<file path="config.mk">
export PLATFORM = sky130hd
export DESIGN_NAME = fifo_rd_ctrl
export DESIGN_NICKNAME = d
export VERILOG_FILES = /design/src/rtl/fifo_pkg.sv /design/src/rtl/fifo_obuf.sv /design/src/rtl/fifo_rd_ctrl.sv
export SDC_FILE = /design/constraint.sdc
export NUM_CORES = 1
export LEC_CHECK = 0
export ABC_AREA = 1
export ABC_CLOCK_PERIOD_IN_PS = 3400
export CORE_UTILIZATION = 52
export DETAILED_ROUTE_END_ITERATION = 8
export PLACE_DENSITY_LB_ADDON = 0.1
export SYNTH_ARGS = -nofsm -noshare
export SYNTH_HDL_FRONTEND = slang
export SYNTH_HIERARCHICAL = 1
export SYNTH_SLANG_ARGS = --single-unit
</file>
<file path="constraint.sdc">
create_clock -name rclk -period 3.4 [get_ports rclk]
set_input_delay 0.68 -clock rclk [delete_from_list [all_inputs] [get_ports rclk]]
set_output_delay 0.68 -clock rclk [all_outputs]
set_load 0.01 [all_outputs]
</file>
<file path="src/rtl/fifo_pkg.sv">
// Shared types and constants for the async FIFO read-side controller.
package fifo_pkg;

  // Read-side sequencer states
  typedef enum logic [1:0] {
    IDLE   = 2'd0,
    STREAM = 2'd1,
    FLUSH  = 2'd2
  } state_e;

  // Output buffer depth; two entries cover the one-cycle memory read latency
  localparam int OBUF_DEPTH = 2;
  localparam int OCCW       = $clog2(OBUF_DEPTH + 1);

endpackage

</file>
<file path="src/rtl/fifo_obuf.sv">
// Two-entry output buffer: push at the tail, pop from the head, synchronous clear.
module fifo_obuf
  import fifo_pkg::*;
#(
  parameter int DSIZE = 8
) (
  input  logic             i_clk,
  input  logic             i_rst,
  input  logic             i_push,
  input  logic [DSIZE-1:0] i_push_data,
  input  logic             i_pop,
  input  logic             i_clear,
  output logic             o_valid,
  output logic [DSIZE-1:0] o_head,
  output logic [OCCW-1:0]  o_occ
);

  logic [DSIZE-1:0] r_slot0;
  logic [DSIZE-1:0] r_slot1;
  logic [OCCW-1:0]  r_occ;
  logic             w_pop;
  logic             w_push;

  // Guard against popping an empty buffer or pushing into a full one
  always_comb begin
    w_pop  = i_pop & (r_occ != '0);
    w_push = i_push & ((r_occ != OCCW'(OBUF_DEPTH)) | w_pop);
  end

  // Slot 0 is always the head; slot 1 shifts forward on a pop
  always_ff @(posedge i_clk) begin
    if (i_rst) begin
      r_slot0 <= '0;
      r_slot1 <= '0;
      r_occ   <= '0;
    end else if (i_clear) begin
      r_occ <= '0;
    end else begin
      case ({w_push, w_pop})
        2'b10: begin
          if (r_occ == '0) r_slot0 <= i_push_data;
          else             r_slot1 <= i_push_data;
          r_occ <= r_occ + OCCW'(1);
        end
        2'b01: begin
          r_slot0 <= r_slot1;
          r_occ   <= r_occ - OCCW'(1);
        end
        2'b11: begin
          if (r_occ == OCCW'(1)) begin
            r_slot0 <= i_push_data;
          end else begin
            r_slot0 <= r_slot1;
            r_slot1 <= i_push_data;
          end
        end
        default: ;
      endcase
    end
  end

  assign o_valid = (r_occ != '0);
  assign o_head  = r_slot0;
  assign o_occ   = r_occ;

endmodule

</file>
<file path="src/rtl/fifo_rd_ctrl.sv">
// Read-side sequencer for the async FIFO: pop issue, output buffering, flush/drain, stats.
//
// state  | meaning
// IDLE   | no new pops; buffered entries still drain downstream
// STREAM | pops issued whenever the output buffer is guaranteed room
// FLUSH  | buffer cleared, FIFO popped until empty, returned data discarded
module fifo_rd_ctrl
  import fifo_pkg::*;
#(
  parameter int DSIZE = 8,
  parameter int CNTW  = 16
) (
  input  logic             rclk,
  input  logic             rrst,
  input  logic             en,
  input  logic             flush,
  input  logic             rempty,
  input  logic             arempty,
  output logic             rinc,
  input  logic [DSIZE-1:0] mem_rdata,
  output logic             m_valid,
  output logic [DSIZE-1:0] m_data,
  input  logic             m_ready,
  output logic             low_water,
  output logic             flush_busy,
  output logic             flush_done,
  output logic [CNTW-1:0]  pop_cnt,
  output logic [CNTW-1:0]  drop_cnt
);

  state_e           r_state;
  state_e           w_next;
  logic             r_inflight;
  logic             r_low_water;
  logic             r_flush_done;
  logic [CNTW-1:0]  r_pop_cnt;
  logic [CNTW-1:0]  r_drop_cnt;

  logic [OCCW-1:0]  w_occ;
  logic             w_hs;
  logic             w_flush_go;
  logic [2:0]       w_fill;
  logic             w_rinc;
  logic             w_drain_done;
  logic             w_push;
  logic [CNTW-1:0]  w_drop_inc;

  fifo_obuf #(.DSIZE(DSIZE)) u_obuf (
    .i_clk       (rclk),
    .i_rst       (rrst),
    .i_push      (w_push),
    .i_push_data (mem_rdata),
    .i_pop       (w_hs),
    .i_clear     (w_flush_go),
    .o_valid     (m_valid),
    .o_head      (m_data),
    .o_occ       (w_occ)
  );

  // Pop decision, drain detection and next-state selection
  always_comb begin
    w_hs       = m_valid & m_ready;
    w_flush_go = flush & (r_state != FLUSH);
    // Entries that will occupy the buffer after this cycle's handshake
    w_fill     = 3'(w_occ) + 3'(r_inflight) - 3'(w_hs);

    w_rinc = 1'b0;
    case (r_state)
      STREAM:  w_rinc = en & ~rempty & (w_fill < 3'd2);
      FLUSH:   w_rinc = ~rempty;
      default: w_rinc = 1'b0;
    endcase

    w_drain_done = (r_state == FLUSH) & rempty & ~r_inflight & ~w_rinc;
    // Returning data is only kept outside FLUSH and not on the flush-entry cycle
    w_push       = r_inflight & (r_state != FLUSH) & ~w_flush_go;

    if (w_flush_go)            w_drop_inc = CNTW'(w_fill);
    else if (r_state == FLUSH) w_drop_inc = CNTW'(r_inflight);
    else                       w_drop_inc = '0;

    w_next = r_state;
    if (w_flush_go) begin
      w_next = FLUSH;
    end else begin
      case (r_state)
        IDLE:    if (en) w_next = STREAM;
        STREAM:  if (!en && !r_inflight) w_next = IDLE;
        FLUSH:   if (w_drain_done) w_next = IDLE;
        default: w_next = IDLE;
      endcase
    end
  end

  // State, inflight tracking, status flags and statistics
  always_ff @(posedge rclk) begin
    if (rrst) begin
      r_state      <= IDLE;
      r_inflight   <= 1'b0;
      r_low_water  <= 1'b0;
      r_flush_done <= 1'b0;
      r_pop_cnt    <= '0;
      r_drop_cnt   <= '0;
    end else begin
      r_state      <= w_next;
      r_inflight   <= w_rinc;
      r_low_water  <= (r_state == STREAM) & arempty;
      r_flush_done <= w_drain_done;
      r_pop_cnt    <= r_pop_cnt + CNTW'(w_hs);
      r_drop_cnt   <= r_drop_cnt + w_drop_inc;
    end
  end

  assign rinc       = w_rinc;
  assign low_water  = r_low_water;
  assign flush_busy = (r_state == FLUSH);
  assign flush_done = r_flush_done;
  assign pop_cnt    = r_pop_cnt;
  assign drop_cnt   = r_drop_cnt;

endmodule

</file>
==> flow_metrics.tcl <==
set metrics [dict create \
    antenna_cells 0 \
    syn_avg_cell_area_um2 6.58 \
    status "complete, no violations" \
    die_height_um 79.0 \
    dr.first_iter.drc_count 177 \
    stdcell_area_mm2 0.00395 \
    ys_seq_area_share_pct 35.7 \
    drc 0 \
    skew_ns 0.0120 \
    fp.coreArea_mm2 0.00561 \
    htree_levels 2 \
    placed_area_mm2 0.00379 \
    grt_max_degree 22 \
    use_met3_pct 4.48 \
    crit_required_ns 2.72 \
    synth_fp_nets 498 \
    cts_sinks 55 \
    busiest_layer "met2" \
    worst_pin_slew_ns 0.622 \
    rows 27 \
    cts_tree "done" \
    setup_violations 0 \
    drtAntennaViolNets 0 \
    clk_pin_slew_ns 0.10 \
    wire_per_inst_um 11.0 \
    cts_made_buffers 5 \
    grt_antenna_before_repair 0 \
    rsz0062_at_grt "no" \
    grt_usage_pct 23.6 \
    start_kind "register" \
    hold_class "register to register" \
    p_per_area_mw_per_mm2 317 \
    final_hold_viol_count 0 \
    period_minus_slack_ns 3.19 \
    ys_warn_count 6 \
    clock_latency_ns 0.31 \
    maxSlewViolCount 0 \
    clk_path_buf_depth 2 \
    fp.dieW_um 79.0 \
    wirelength_mm 6.71 \
    worst_path_largest_cell_delay_ns 0.48 \
    cp-end-kind "primary output" \
    slew_headroom_pct 58.5 \
    route.vias.total 3001 \
    first_pass_iters 4 \
    port_buffers 59 \
    synth_area_leader_cell "dfxtp_1" \
    nets 567 \
    die-area_mm2 0.00625 \
    hold_buffers 0 \
    synth-seq-cells 55 \
    use_met2_pct 39.7 \
    crit_chain "inv_1 -> ha_2 -> inv_2 -> nand2_2 -> buf_4 -> nand2_1 -> nand2_2 -> ha_2 -> fa_1 -> nor3b_2 -> nand2_1 -> nand2_1 -> nand3_2 -> inv_1 -> buf_2" \
    ios 60 \
    slowest_stage "fa_1" \
    grt_pass1_wl_mm 11.9 \
    critPathMaxFanout 4 \
    synth_top_cell_area_share_pct 35.7 \
    syn_area_mm2 0.00309 \
    ir_worst_vdd_mv 0.243 \
    cp_common_cell "nand2_1" \
    grt_use_met1_pct 30.0 \
    first_global_vias 2770 \
    fmaxAchievable_mhz 314 \
    synth_area_leaders "dfxtp_1 36%, nand2_1 15%, nor2_1 9.6%" \
    grt_overflow 0 \
    maxCapViolCount 0 \
    syn_to_final_growth_pct 27.8 \
    final_util_pct 70.3 \
    synth_cell_types 30 \
    cp.arrival_ns 2.51 \
    start_util_pct 55.0 \
    crit_type "register to primary output" \
    syn_inst 469 \
    leakagePower_nw 1.65 \
    whs_ns 0.486 \
    drive_gt1_share_pct 9.83 \
    fin_crit_sh_pct 93.8 \
    gp_congestion 0.842 \
    dp_hpwl_mm 4.94 \
    vias_per_cell 4.91 \
    cts-root-buf "clkbuf_8" \
]
-- power by group --
group	switching (W)	internal (W)
combinational	0.0000518	0.0000406
sequential	0.00000294	0.000648
clock	0.000213	0.000294
-- layout by cell type (no fill, tap or decap), types with 3 or more instances in the layout --
cell type | synthesis | routed
nand2_1 | 125 | 124
nor2_2 | 3 | 3
clkbuf_8 | 0 | 5
nand4_1 | 9 | 9
nand2_2 | 9 | 10
dfxtp_1 | 55 | 53
ha_1 | 12 | 10
clkdlybuf4s50_1 | 0 | 57
inv_1 | 66 | 65
nor2_4 | 8 | 8
buf_4 | 0 | 11
a21oi_1 | 30 | 30
nand3_1 | 36 | 35
o21ai_0 | 10 | 10
nor2_1 | 79 | 79
-- final cells by class --
| cell class | count | area [um^2] |
|---|---|---|
| Multi-Input combinational cell | 338 | 1700 |
| Fill cell | 496 | 1660 |
| Sequential cell | 55 | 1100 |
| Timing Repair Buffer | 70 | 667 |
| Inverter | 68 | 256 |
| Tap cell | 72 | 90.1 |
| Clock buffer | 6 | 72.6 |
| Clock inverter | 2 | 60.1 |
-- path summary, 6_finish.rpt --
check	start	end	slack, ns	depth (start not counted)
max	u_obuf/o_occ[0]	rinc	0.21	15
min	drop_cnt[14]	drop_cnt[14]	0.49	2
max reg2reg	u_obuf/o_occ[0]	drop_cnt[9]	0.36	19
min reg2reg	drop_cnt[14]	drop_cnt[14]	0.49	2
-- sequential cells by signal, indices dropped and copies added, names as in the netlist --
signal and flops:
pop_cnt 16, low_water 1, flush_done 1, drop_cnt 16, r_state 2, u_obuf/o_occ 2
u_obuf/r_slot1 8, u_obuf/o_head 8, r_inflight 1
-- layer usage --
metal / vias up / wire [um]
met1: 1331 / 3220
li1: 1599 / -
met4: 0 / 97
met2: 63 / 3090
met3: 8 / 304
met5: - / 0
-- worst max-delay path, delay by kind of cell (launching register included) --
kind | cells | cell delay, ns
fa+ha+maj | 3 | 0.84
simple gates | 7 | 0.58
flops | 1 | 0.34
buf+inv | 5 | 0.44
-- what timing repair did --
item                       in CTS  in global routing
buffers inserted                0                  1
setup endpoints to repair       1                  1
pin swaps                       2                  2
gates resized for setup         7                  7
-- synthesized netlist by cell type --
cell,number
clkinv_2,1
nand3_4,1
o21ai_0,10
buf_8,1
nor2_4,8
xor2_1,2
a21oi_2,2
inv_1,66
nand4_1,9
clkbuf_1,1
buf_2,4
o21bai_1,2
nor2_1,79
or2_0,1
o21a_1,1
and3_1,2
nand2_2,9
inv_2,1
or2_2,1
fa_1,2
nor2_2,3
buf_1,1
dfxtp_1,55
nor3b_1,1
buf_6,1
a21oi_1,30
nand2_1,125
nor3_1,2
ha_1,12
nand3_1,36
-- kinds of logic (layout without fill, tap and decap cells) --
family	after synthesis	in the layout	share of synthesized area, %
buffers and inverters	76	146	10.1
and+or+nand+nor	277	277	39.8
xor gates and xnor gates	2	2	0.568
adders and majority gates	14	14	6.16
DFF	55	55	35.7
AOI/OAI and AO/OA	45	45	7.78
-- per-stage QoR --
stage / total power [W] / worst slack [ns] / setup TNS, ns / std cells
after detailed placement: 0.000758 / -0.451 / -1.85 / 602
final: 0.00125 / 0.211 / 0 / 611
after global placement: 0.000756 / -0.411 / -1.17 / 602
after CTS: 0.00127 / 0.000201 / 0 / 610
after global routing: 0.00130 / 0.0633 / 0 / 611
after floorplan: 0.000719 / 0.359 / 0 / 469
Note: power is estimated with default switching activity, not from simulation.
==> RTL edit: new RTL, same flow settings <==
`DSIZE` is set to 8 in 2 places; all go to 32.
--- a/src/rtl/fifo_obuf.sv
+++ b/src/rtl/fifo_obuf.sv
@@ -2,7 +2,7 @@
 module fifo_obuf
   import fifo_pkg::*;
 #(
-  parameter int DSIZE = 8
+  parameter int DSIZE = 32
 ) (
   input  logic             i_clk,
   input  logic             i_rst,
--- a/src/rtl/fifo_rd_ctrl.sv
+++ b/src/rtl/fifo_rd_ctrl.sv
@@ -7,7 +7,7 @@
 module fifo_rd_ctrl
   import fifo_pkg::*;
 #(
-  parameter int DSIZE = 8,
+  parameter int DSIZE = 32,
   parameter int CNTW  = 16
 ) (
   input  logic             rclk,
Interface: changed (resized m_data and mem_rdata); port bits go from 60 to 108. The function was not compared with the original's and may differ.
==> RTL edit against the unedited design <==
Cell area increased by 70%; sequential cell count increased by 48; synthesized area increased by 69%; worst hold slack got worse by 0.017 ns; power increased by 82%; setup slack got worse by 0.066 ns; die area increased by 67%; register-to-register slack got worse by 0.04 ns; sequential power increased by 87%; routed wire length increased by 92%; final cell count increased by 69%; sequential share of layout area increased by 2.7 points.
==> RTL edit: results (changes against the unedited design) <==
stage	metric	value	unit	change
setup_path	worstPathArrival	2.58	ns	was 2.51 ns
global_route	grt_max_degree	65		was 22
layout	final_cells	1032		was 611
placed_design	port_buffers	107		was 59
drt	wl_per_cell	12.50	µm	was 10.98 µm
clock_tree	post_cts_resized	10		was 7
placed_design	dp_hpwl	8.895	mm	was 4.940 mm
power	p_clk	0.852	mW	was 0.508 mW
placed_design	gp_congestion	0.8185		was 0.8419
placed_design	dpl_cell_area	6462	µm²	was 3789 µm²
yosys	yosys-top-cells-area	dfxtp_1 39%, nand2_1 17%, a21oi_1 8.1%		was dfxtp_1 36%, nand2_1 15%, nor2_1 9.6%
global_route	grt_pass1_wl	21.34	mm	was 11.86 mm
layout	nets	948		was 567
drt	vias	5323		was 3,001
power	powerComb	0.204	mW	was 0.0924 mW
clock_tree	clk-insertion-delay-late	0.36	ns	was 0.31 ns
worst_hold_path	holdPathEnd	u_obuf/o_head[15]$_SDFFE_PP0P_		was drop_cnt[14]$_SDFF_PP0_
sta	relSlewSlack	0.2970		was 0.5849
yosys	synthesis.nets	849		was 498
outcome	outcome	finished clean		unchanged
global_route	track_usage	0.2532		was 0.2364
setup_path	r2r-end	drop_cnt[10]$_SDFF_PP0_		was drop_cnt[9]$_SDFF_PP0_
sta	min_period	3.255	ns	was 3.189 ns
layout	drive_above_1_share	0.08120		was 0.09833
setup_path	reg2reg_slack	0.32	ns	was 0.36 ns
sta	finalClockSkew	0.01695	ns	was 0.01196 ns
power	pg_seq	1.22	mW	was 0.651 mW
clock_tree	cts-buffers-inserted	9		was 5
drt	drt_iter0_drc	236		was 177
placed_design	post-place-ws	-0.4439	ns	was -0.4512 ns
## RTL edit: how the worst max path moves through the flow
stage	from	to	cells past startpoint
after CTS	u_obuf/o_occ[1]$_SDFFE_PP0P_	rinc	14
final	u_obuf/o_occ[0]$_SDFFE_PP0P_	rinc	15
after detailed placement	m_ready	rinc	12
after global routing	u_obuf/o_occ[0]$_SDFFE_PP0P_	rinc	15
after global placement	m_ready	rinc	12
after floorplan	u_obuf/o_occ[1]$_SDFFE_PP0P_	rinc	13
## RTL edit: worst max-delay path, stage by stage, from the launching register on
cell	delay, ns
dfxtp_2	0.34
inv_2	0.06
ha_4	0.17
inv_2	0.06
nand2_2	0.05
buf_4	0.15
nand2_1	0.06
nand2_2	0.05
ha_2	0.16
fa_1	0.48
nor3b_2	0.16
nand2_1	0.07
nand2_1	0.07
nand3_2	0.07
inv_1	0.06
clkdlybuf4s15_2	0.21
## RTL edit: metal layers
layer | up-vias | routed length (µm) | global-route usage
li1 | 2705 | - | -
met1 | 2462 | 5566 | 0.2961
met2 | 134 | 6579 | 0.4662
met3 | 22 | 491 | 0.03352
met4 | 0 | 266 | 0.1000
met5 | - | 0 | 0
## RTL edit: cell type report
| type | count | area, µm² |
|---|---|---|
| Sequential cell | 103 | 2064 |
| Inverter | 87 | 327.8 |
| Multi-Input combinational cell | 568 | 2698 |
| Fill cell | 846 | 3052 |
| Clock buffer | 11 | 141.4 |
| Clock inverter | 4 | 78.83 |
| Timing Repair Buffer | 126 | 1246 |
| Tap cell | 133 | 166.4 |
## RTL edit: kinds of logic after synthesis
group | share of synthesized area
flip-flops | 0.3949
adder cells (fa/ha/maj) | 0.03642
XOR/XNOR | 0.003356
AND/OR/NAND/NOR | 0.3702
AO/OA/AOI/OAI | 0.1009
buffers and inverters | 0.09418
